==> config.mk <==
export PLATFORM = sky130hd
export DESIGN_NAME = seq_scan_ctrl
export DESIGN_NICKNAME = d
export VERILOG_FILES = /design/src/rtl/seq_scan_ctrl.sv
export SDC_FILE = /design/constraint.sdc
export NUM_CORES = 1
export LEC_CHECK = 0
export ABC_AREA = 0
export CAP_MARGIN = 20
export CORE_MARGIN = 8
export CORE_UTILIZATION = 39
export DETAILED_ROUTE_END_ITERATION = 16
export PLACE_DENSITY_LB_ADDON = 0.15
export SLEW_MARGIN = 20
export SYNTH_ARGS = -nofsm -noshare
export SYNTH_HDL_FRONTEND = slang
export SYNTH_SLANG_ARGS = --single-unit
==> constraint.sdc <==
create_clock -name clk -period 2.4 [get_ports clk]
set_input_delay 0.6 -clock clk [delete_from_list [all_inputs] [get_ports clk]]
set_output_delay 0.6 -clock clk [all_outputs]
set_load 0.03 [all_outputs]
==> src/rtl/seq_scan_ctrl.sv <==
// Job controller for an external serial sequence detector: clears it, streams a word MSB-first
// and collects the per-bit match mask. Optional match counter is built when SEQ_SCAN_CNT_EN is defined.
module seq_scan_ctrl #(
  parameter int WORD_W  = 32,
  parameter int PAT_W   = 4,
  parameter int DET_LAT = 1
) (
  input  logic                         clk,
  input  logic                         reset,
  input  logic                         req_valid,
  output logic                         req_ready,
  input  logic [WORD_W-1:0]            req_word,
  input  logic [PAT_W-1:0]             req_pat,
  output logic                         det_res_n,
  output logic [PAT_W-1:0]             det_seq,
  output logic                         det_din,
  input  logic                         det_dout,
  output logic                         res_valid,
  input  logic                         res_ready,
  output logic [WORD_W-1:0]            res_mask,
  output logic [$clog2(WORD_W+1)-1:0]  res_cnt,
  output logic                         busy
);

  localparam int CNT_W = $clog2(WORD_W + 1);
  localparam int PH_W  = $clog2(WORD_W + DET_LAT + 1);

  // SHIFT and DRAIN share one phase counter; the capture window is its last WORD_W values.
  localparam logic [PH_W-1:0] LAST_SHIFT = PH_W'(WORD_W - 1);
  localparam logic [PH_W-1:0] LAST_DRAIN = PH_W'(WORD_W + DET_LAT - 1);
  localparam logic [PH_W-1:0] CAP_START  = PH_W'(DET_LAT);

  typedef enum logic [2:0] {IDLE, CLEAR, SHIFT, DRAIN, RESP} state_e;

  state_e            state_q, state_d;
  logic [WORD_W-1:0] shreg_q, shreg_d;
  logic [PAT_W-1:0]  seq_q, seq_d;
  logic [PH_W-1:0]   phase_q, phase_d;
  logic [WORD_W-1:0] mask_q, mask_d;
  logic              capture;

  assign capture = ((state_q == SHIFT) || (state_q == DRAIN)) && (phase_q >= CAP_START);

  always_comb begin
    // NOTE: every signal written here gets a default first, so no path can infer a latch.
    state_d = state_q;
    shreg_d = shreg_q;
    seq_d   = seq_q;
    phase_d = phase_q;
    mask_d  = mask_q;
    unique case (state_q)
      IDLE: begin
        if (req_valid) begin
          shreg_d = req_word;
          seq_d   = req_pat;
          state_d = CLEAR;
        end
      end
      CLEAR: begin
        mask_d  = '0;
        phase_d = '0;
        state_d = SHIFT;
      end
      SHIFT: begin
        shreg_d = {shreg_q[WORD_W-2:0], 1'b0};
        phase_d = phase_q + PH_W'(1);
        if (phase_q == LAST_SHIFT) state_d = (DET_LAT == 0) ? RESP : DRAIN;
      end
      DRAIN: begin
        phase_d = phase_q + PH_W'(1);
        if (phase_q == LAST_DRAIN) state_d = RESP;
      end
      RESP: begin
        if (res_ready) state_d = IDLE;
      end
      default: state_d = IDLE;
    endcase
    if (capture) mask_d = {mask_q[WORD_W-2:0], det_dout};
  end

  always_ff @(posedge clk) begin
    // NOTE: state registers use non-blocking assignments so every flop samples pre-edge values.
    if (reset) begin
      state_q <= IDLE;
      seq_q   <= '0;
      phase_q <= '0;
      mask_q  <= '0;
    end else begin
      state_q <= state_d;
      seq_q   <= seq_d;
      phase_q <= phase_d;
      mask_q  <= mask_d;
    end
  end

  // NOTE: the shift register is loaded on acceptance before it is ever read, so it carries no reset.
  always_ff @(posedge clk) begin
    shreg_q <= shreg_d;
  end

`ifdef SEQ_SCAN_CNT_EN
  logic [CNT_W-1:0] cnt_q, cnt_d;

  always_comb begin
    cnt_d = cnt_q;
    if (state_q == CLEAR)        cnt_d = '0;
    else if (capture && det_dout) cnt_d = cnt_q + CNT_W'(1);
  end

  always_ff @(posedge clk) begin
    if (reset) cnt_q <= '0;
    else       cnt_q <= cnt_d;
  end

  assign res_cnt = cnt_q;
`else
  assign res_cnt = '0;
`endif

  // Reset must win over a coincident handshake, so ready is masked combinationally.
  assign req_ready = (state_q == IDLE) && !reset;
  assign det_res_n = (state_q == SHIFT) || (state_q == DRAIN);
  assign det_din   = (state_q == SHIFT) && shreg_q[WORD_W-1];
  assign det_seq   = seq_q;
  assign res_valid = (state_q == RESP);
  assign res_mask  = mask_q;
  assign busy      = (state_q != IDLE);

endmodule

**After elaboration in Yosys (flattened, before gate mapping)**

Cells that the tools add are included.

- Bits in registers: 77
- Input port bits: 41
- Output and inout bits: 47
- Logic and storage cells: 41

- Add/sub/neg operators: 1
- $lt $le $gt $ge: 1
- Eq/ne operators: 10
- Mux-type cells: 10
- Reductions and logical operators: 14

Operators with widths:

| kind | count |
|---|---|
| $mux 32 | 3 |
| $pmux 32 s2 | 1 |
| $pmux 3 s5 | 1 |
| $mux 3 | 4 |
| $pmux 6 s2 | 1 |
| $add 6x1->6 const B | 1 |
| $eq 3x2->1 const B | 2 |
| $eq 6x5->1 const B | 1 |
| $eq 6x6->1 const B | 1 |
| $ge 6x1->1 const B | 1 |
| $ne 2x1->1 const B | 3 |
| $reduce_bool 2->1 | 3 |
| $reduce_and 2->1 | 2 |
| $reduce_and 4->1 | 1 |
| $eq 3x1->1 const B | 1 |
| $eq 3x3->1 const B | 1 |
| $logic_and 1x1->1 | 3 |
| $logic_not 3->1 | 1 |
| $reduce_bool 3->1 | 1 |
| $ne 2x2->1 const B | 1 |
| $reduce_or 2->1 | 1 |
| $logic_not 1->1 | 1 |
| $logic_or 1x1->1 | 1 |

**Longest topological paths before layout**

Gate-level depths: netlist (run 1).

- Word-level depth: 4
- Gate-level depth with buffers: 7

**Worst setup path before layout (run 1)**

No wires, ideal clock.

- Path type: in2out
- Start: input reset
- End: output req_ready
- Arrival time: 1.569 ns
- Slack: 0.231 ns
- Cell stages on the path: 2
- Cell sequence: or2_2 nor3_1

- Cells in the longest elaborated chain, start to end: 2

RTL lines:

| element | RTL line | source |
|---|---|---|
| start, declared | 9 | `input logic reset,` |
| $logic_not 1->1 | 121 | `assign req_ready = (state_q == IDLE) && !reset;` |
| $logic_and 1x1->1 | 121 |  |
| end, declared | 11 | `output logic req_ready,` |

No other way between the ends.

**Worst setup path after layout (run 1)**

- Start: register state_q[2]
- End: output det_din

- Cells in the longest elaborated chain, start to end: 2

RTL lines:

| element | RTL line | source |
|---|---|---|
| start, declared | 35 | `state_e state_q, state_d;` |
| start signal, assigned | 89 | `state_q <= state_d;` |
| $eq 3x2->1 | 123 | `assign det_din = (state_q == SHIFT) && shreg_q[WORD_W-1];` |
| $logic_and 1x1->1 | 123 |  |
| end, declared | 16 | `output logic det_din,` |

No other way between the ends.

==> results of run 1 <==
cells by family after synthesis:
kind of cell / synth area share, %
adder cells (fa/ha/maj): 1.33
flip-flops: 49.3
AND/OR/NAND/NOR: 24.0
buffers and inverters: 5.83
AO/OA/AOI/OAI: 8.65
multiplexers: 10.8
other: 0.0993
power by group through the flow:
stage                     clock, µW  sequential [µW]  combinational [µW]
after floorplan                   0             1510                 289
after global placement            0             1510                 450
after detailed placement          0             1510                 451
after CTS                      1070             1480                 452
after global routing           1110             1490                 482
final                          1020             1480                 447
cell usage after synthesis (all sizes together):
cell type  instances
nor2b             33
o311ai             1
a211oi             1
inv                4
nand3              2
ha                 4
nand2b             4
nand4             32
nor2              10
or4                1
a21oi              1
and2               3
nand3b             3
or3                1
a22oi              1
mux2              31
nor4bb             1
clkbuf            11
nor3               2
mux2i              6
nand2             68
conb               1
or2                2
nor4b              1
o211ai            31
a31o               1
o22ai              1
nor3b              3
dfxtp             45
a31oi              3
o32ai              1
o21ai              3
buf               26
edfxtp            32
o21bai             1
per-stage QoR:
stage,total power (µW),instances,hold WS (ns)
2_1_floorplan,1800,376,0.508
3_3_place_gp,1960,565,0.475
3_5_place_dp,1960,565,0.480
4_1_cts,3000,581,0.504
5_1_grt,3080,581,0.522
6_report,2950,581,0.500
critical path: stages (launching register included):
cell      delay (ns)
dfxtp_1         0.55
nand2b_4        0.24
nor2_4          0.05
and2_1          0.17
buf_4           0.16
flip-flops by register name, indices dropped and copies added (netlist names):
register	flops
det_seq	4
res_mask	32
state_q	3
shreg_q	32
phase_q	6
cells in the final DEF (no fill, tap or decap), drive strengths merged, types with 2 or more instances in the layout:
cell	n
a31oi	3
o21ai	3
clkbuf	9
nor3b	3
mux2	31
and2	3
nor3	2
nand4	32
nand3	2
o211ai	31
edfxtp	32
clkinv	3
clkdlybuf4s50	75
conb	6
nand2b	4
nor2	10
buf	18
mux2i	6
nand3b	3
or2	2
dfxtp	45
nor2b	33
inv	7
ha	4
nand2	68
per-layer routing:
| layer | up-vias | routed length (µm) |
|---|---|---|
| li1 | 1465 | - |
| met1 | 1380 | 4320 |
| met2 | 90 | 3910 |
| met3 | 14 | 614 |
| met4 | 0 | 150 |
| met5 | - | 0 |
cell type report:
type                    count  area, µm²
repair buffers             93        896
flip-flops and latches     77       1860
fillers                   917       4730
multi-input cells         258       1720
inverters                   4       15.0
clock inverters             7       81.3
clock buffers               9        124
well taps                 133        166
how the worst min path moves through the flow:
stage                     depth (start not counted)           to
final                                             2   det_seq[3]
after global routing                              2   det_seq[3]
after CTS                                         2   det_seq[3]
after detailed placement                          2   det_seq[3]
after global placement                            2   det_seq[1]
after floorplan                                   1  shreg_q[10]
==> results_dict.tcl, run 1 <==
set metrics [dict create \
    overflow 0 \
    worstSetupPathType "flop to primary output" \
    drcViolationCount 0 \
    dpl_worst_slack_ns 0.394 \
    p_per_area_nw_per_um2 607 \
    top_usage_layer "met2" \
    ctsHtreeMaxLevel 3 \
    core_um2 9590 \
    design.portCount 88 \
    end_kind "primary output" \
    antenna_found_initial 0 \
    ant_nets 0 \
    die_w_um 114 \
    cts.clk_slew.worst_paths_ns 0.09 \
    critical_path.endpoint "det_din" \
    yosysSeqAreaShare_pct 49.3 \
    fin_area_um2 4870 \
    cts_setup_buffers 0 \
    status "finished, final reports clean" \
    cts_resized 0 \
    drt_first_pass_iters 4 \
    clock_path_buffers 2 \
    post-route-util_pct 50.7 \
    cts_root_buf "clkbuf_8" \
    synth.largest_area_cell "edfxtp_1" \
    clock-sinks 77 \
    hold_buffers 0 \
    hold_start "det_seq[3]" \
    start_util_pct 39.4 \
    p_sw_uw 815 \
    ys_warn_count 0 \
    numCtsBuffers 9 \
    layout_worst_path_cycle_share_pct 89.0 \
    critical_path_arrival_ns 1.54 \
    max_freq_mhz 468 \
    synth.ff_latch_count 77 \
    wl_per_cell_um 15.5 \
    p_sw_share_pct 27.6 \
    rows 36 \
    grt_max_degree 46 \
    layout-drive-gt1-share_pct 15.6 \
    setup_viol 0 \
    max-vdd-ir-drop_uv 339 \
    cp-startpoint "state_q[2]" \
    met3_usage_pct 4.96 \
    finalWorstSetupSlack_ns 0.265 \
    cts_tree "built" \
    rr_startpoint "phase_q[1]" \
    start_kind "flop" \
    port_buffers 81 \
    grt.met2_usage_pct 20.3 \
    synth_cell_types 44 \
    pwr-share-comb_pct 15.1 \
    drt_iter0_drc 177 \
    final_max_slew_viol_count 0 \
    gp_congestion 0.702 \
    seqPwrFrac_pct 50.2 \
    areaGrowthSynthToFinish_pct 28.9 \
    dp_hpwl_um 5760 \
    insertedDiodeCount 0 \
    vias_per_cell 5.08 \
    p_int_uw 2140 \
    grt_pass1_wl_um 14600 \
    grt_pass1_vias 2939 \
    rr_worst_depth 6 \
    synth_top_area_share_pct 25.4 \
    die_h_um 114 \
    p_clk_share_pct 34.7 \
    postPlaceCellArea_um2 4660 \
    r2r-end "res_mask[26]" \
    vias 2949 \
    dieArea_um2 13100 \
    grt_usage_pct 13.9 \
    nets 488 \
    min_path_type "flop to flop" \
    leakage_uw 0.00162 \
    required_ns 1.80 \
    grt_use_met1_pct 18.0 \
    crit_fanout 9 \
    totalWireLength_um 9000 \
    synth_area_leaders "edfxtp_1 (25%), dfxtp_1 (24%), mux2_2 (7.8%), nand2_1 (6.8%), o211ai_1 (6.2%)" \
    syn_area_um2 3780 \
    maxCapViolations 0 \
    synthCells 371 \
    postSynthAreaPerCell_um2 10.2 \
    clkLatencyLatePin_ns 0.35 \
    layout_min_cycle_time_ns 2.14 \
    hold_viol_final 0 \
    fin_worst_skew_ns 0.00849 \
    r2r_slack_ns 0.54 \
    setup_tns_ns 0 \
    rsz0062_at_grt "false" \
]
(Power assumes the default switching activity.)
==> inputs of run 2 (changes only) <==
--- a/config.mk
+++ b/config.mk
@@ -8,7 +8,7 @@
 export ABC_AREA = 0
 export CAP_MARGIN = 20
 export CORE_MARGIN = 8
-export CORE_UTILIZATION = 39
+export CORE_UTILIZATION = 36
 export DETAILED_ROUTE_END_ITERATION = 16
 export PLACE_DENSITY_LB_ADDON = 0.15
 export SLEW_MARGIN = 20
==> constraint.sdc (replaced) <==
create_clock -name clk -period 2.75 [get_ports clk]
set_input_delay 0.6875 -clock clk [delete_from_list [all_inputs] [get_ports clk]]
set_output_delay 0.6875 -clock clk [all_outputs]
set_load 0.03 [all_outputs]
==> run 2 against run 1 <==
Compared with the run above: sequential power down 13%; largest cell class unchanged; cell count up 0.34%; non-clock buffer count down 1; combinational power fell by 14%; hold slack lost 0.00061 ns; clock-buffer cell count unchanged.
==> results_dict.tcl, run 2 (synthesis results as in run 1) <==
set metrics [dict create \
    status "finished, final reports clean" \
    cts_setup_buffers 0 \
    grt_usage_pct 12.7 \
    start_util_pct 36.7 \
    port_buffers 81 \
    rr_worst_depth 4 \
    cts_resized 0 \
    setup_tns_ns 0 \
    rows 37 \
    worstSetupPathType "input port to primary output" \
    max-vdd-ir-drop_uv 224 \
    cts_tree "built" \
    hold_viol_final 0 \
    grt_pass1_vias 2895 \
    vias_per_cell 4.99 \
    rsz0062_at_grt "false" \
    hold_buffers 0 \
    layout-drive-gt1-share_pct 15.2 \
    die_w_um 118 \
    cpMaxStageDelayCell "clkdlybuf4s50_1" \
    rr_startpoint "phase_q[2]" \
    totalWireLength_um 9090 \
    path_cells "clkdlybuf4s50_1, or2_2, nor3_1, buf_4" \
    dp_hpwl_um 5870 \
    critical_path_arrival_ns 1.81 \
    dieArea_um2 14000 \
    layout_min_cycle_time_ns 2.50 \
    ctsHtreeMaxLevel 3 \
    grt_pass1_wl_um 14800 \
    cp_top_family "buffers and inverters" \
    r2r_slack_ns 0.91 \
    min_path_type "flop to flop" \
    p_per_area_nw_per_um2 510 \
    numCtsBuffers 9 \
    overflow 0 \
    grt_max_degree 46 \
    end_kind "primary output" \
    leakage_uw 0.00160 \
    drcViolationCount 0 \
    clock-sinks 77 \
    wl_per_cell_um 15.6 \
    nets 487 \
    maxCapViolations 0 \
    r2r-end "res_mask[10]" \
    antenna_found_initial 0 \
    min_path_cells 2 \
    cp_slowest_stage_delay_ns 0.45 \
    areaGrowthSynthToFinish_pct 28.3 \
    insertedDiodeCount 0 \
    clock_path_buffers 2 \
    ant_nets 0 \
    worst_pin_slew_ns 0.664 \
    cp_num_buf_inv 2 \
    design.portCount 88 \
    gp_congestion 0.711 \
    core_um2 10300 \
    cts_root_buf "clkbuf_8" \
    start_kind "input port" \
    setup_viol 0 \
    final_max_slew_viol_count 0 \
    die_h_um 118 \
    max_freq_mhz 400 \
    final_common_cell "clkdlybuf4s50_1" \
    finalWorstSetupSlack_ns 0.251 \
    dpl_worst_slack_ns 0.196 \
    min_to "det_seq[1]" \
    crit_fanout 2 \
    final_cell_mix "clkdlybuf4s50_1 (76), nand2_1 (68), dfxtp_1 (45)" \
    fin_worst_skew_ns 0.0144 \
    hold_start "det_seq[1]" \
    vias 2911 \
    layout_worst_path_cycle_share_pct 90.9 \
    drt_first_pass_iters 4 \
    power_uw 2470 \
    fill_cells 975 \
    clkLatencyLatePin_ns 0.35 \
    drt_iter0_drc 179 \
    max-slew-margin-rel_pct 55.6 \
    cts.clk_slew.worst_paths_ns 0.08 \
    required_ns 2.06 \
]
==> run 2: changes by cell type in the layout (fill, tap and decap cells not counted), sizes merged <==
cell and change:
buf -2, clkdlybuf4s50 +1, inv +1, bufinv -1, clkinvlp +2, clkinv -2
==> run 2: area by class of cell <==
type	instances	area (µm²)	area share (%)
Clock buffer	9	124	2.56
Clock inverter	7	56.3	1.16
Inverter	4	15.0	0.310
Multi-Input combinational cell	258	1720	35.6
Sequential cell	77	1860	38.4
Tap cell	136	170	3.51
Timing Repair Buffer	92	893	18.4
==> run 2: worst min-delay path, delay by kind of cell, from the launching register on <==
family / cells / cell delay (ns)
AND/OR/NAND/NOR: 1 / 0.07
flip-flops: 1 / 0.33
multiplexers: 1 / 0.06
==> run 2: layer usage <==
layer	track usage, %	vias up	part of all wire [%]
li1	-	1464	-
met4	4.66	0	1.3
met1	17.1	1360	49
met3	3.33	11	5.5
met5	0	-	0
met2	19.2	76	44
==> run 2: per-stage QoR <==
stage               util, %  area, µm²  instances  hold WS [ns]
floorplan                 -       3790        376         0.508
global placement       45.4       4660        567         0.475
detailed placement     45.4       4660        567         0.488
CTS                    47.1       4840        583         0.510
global route           47.1       4840        583         0.539
finish                 47.1       4840        583         0.499
==> run 2: how the worst max path moves through the flow <==
stage / slack (ns) / to / depth (start not counted) / startpoint
floorplan: 0.41 / req_ready / 2 / reset
global placement: 0.21 / req_ready / 4 / reset
detailed placement: 0.20 / req_ready / 4 / reset
CTS: 0.20 / req_ready / 4 / reset
global route: 0.15 / req_ready / 4 / reset
finish: 0.25 / req_ready / 4 / reset
==> run 2: where the power goes <==
group | internal, µW | leakage, µW | switching [µW]
clock | 340 | 0.0000872 | 451
sequential | 1270 | 0.000673 | 22.3
combinational | 159 | 0.000837 | 225
total | 1770 | 0.00160 | 698
==> inputs of run 3 (changes only) <==
--- a/config.mk
+++ b/config.mk
@@ -11,7 +11,6 @@
 export CORE_UTILIZATION = 36
 export DETAILED_ROUTE_END_ITERATION = 16
 export PLACE_DENSITY_LB_ADDON = 0.15
-export SLEW_MARGIN = 20
 export SYNTH_ARGS = -nofsm -noshare
 export SYNTH_HDL_FRONTEND = slang
 export SYNTH_SLANG_ARGS = --single-unit
==> results of run 3 <==
The final DEF is identical to that of run 2; final timing and power are the same.
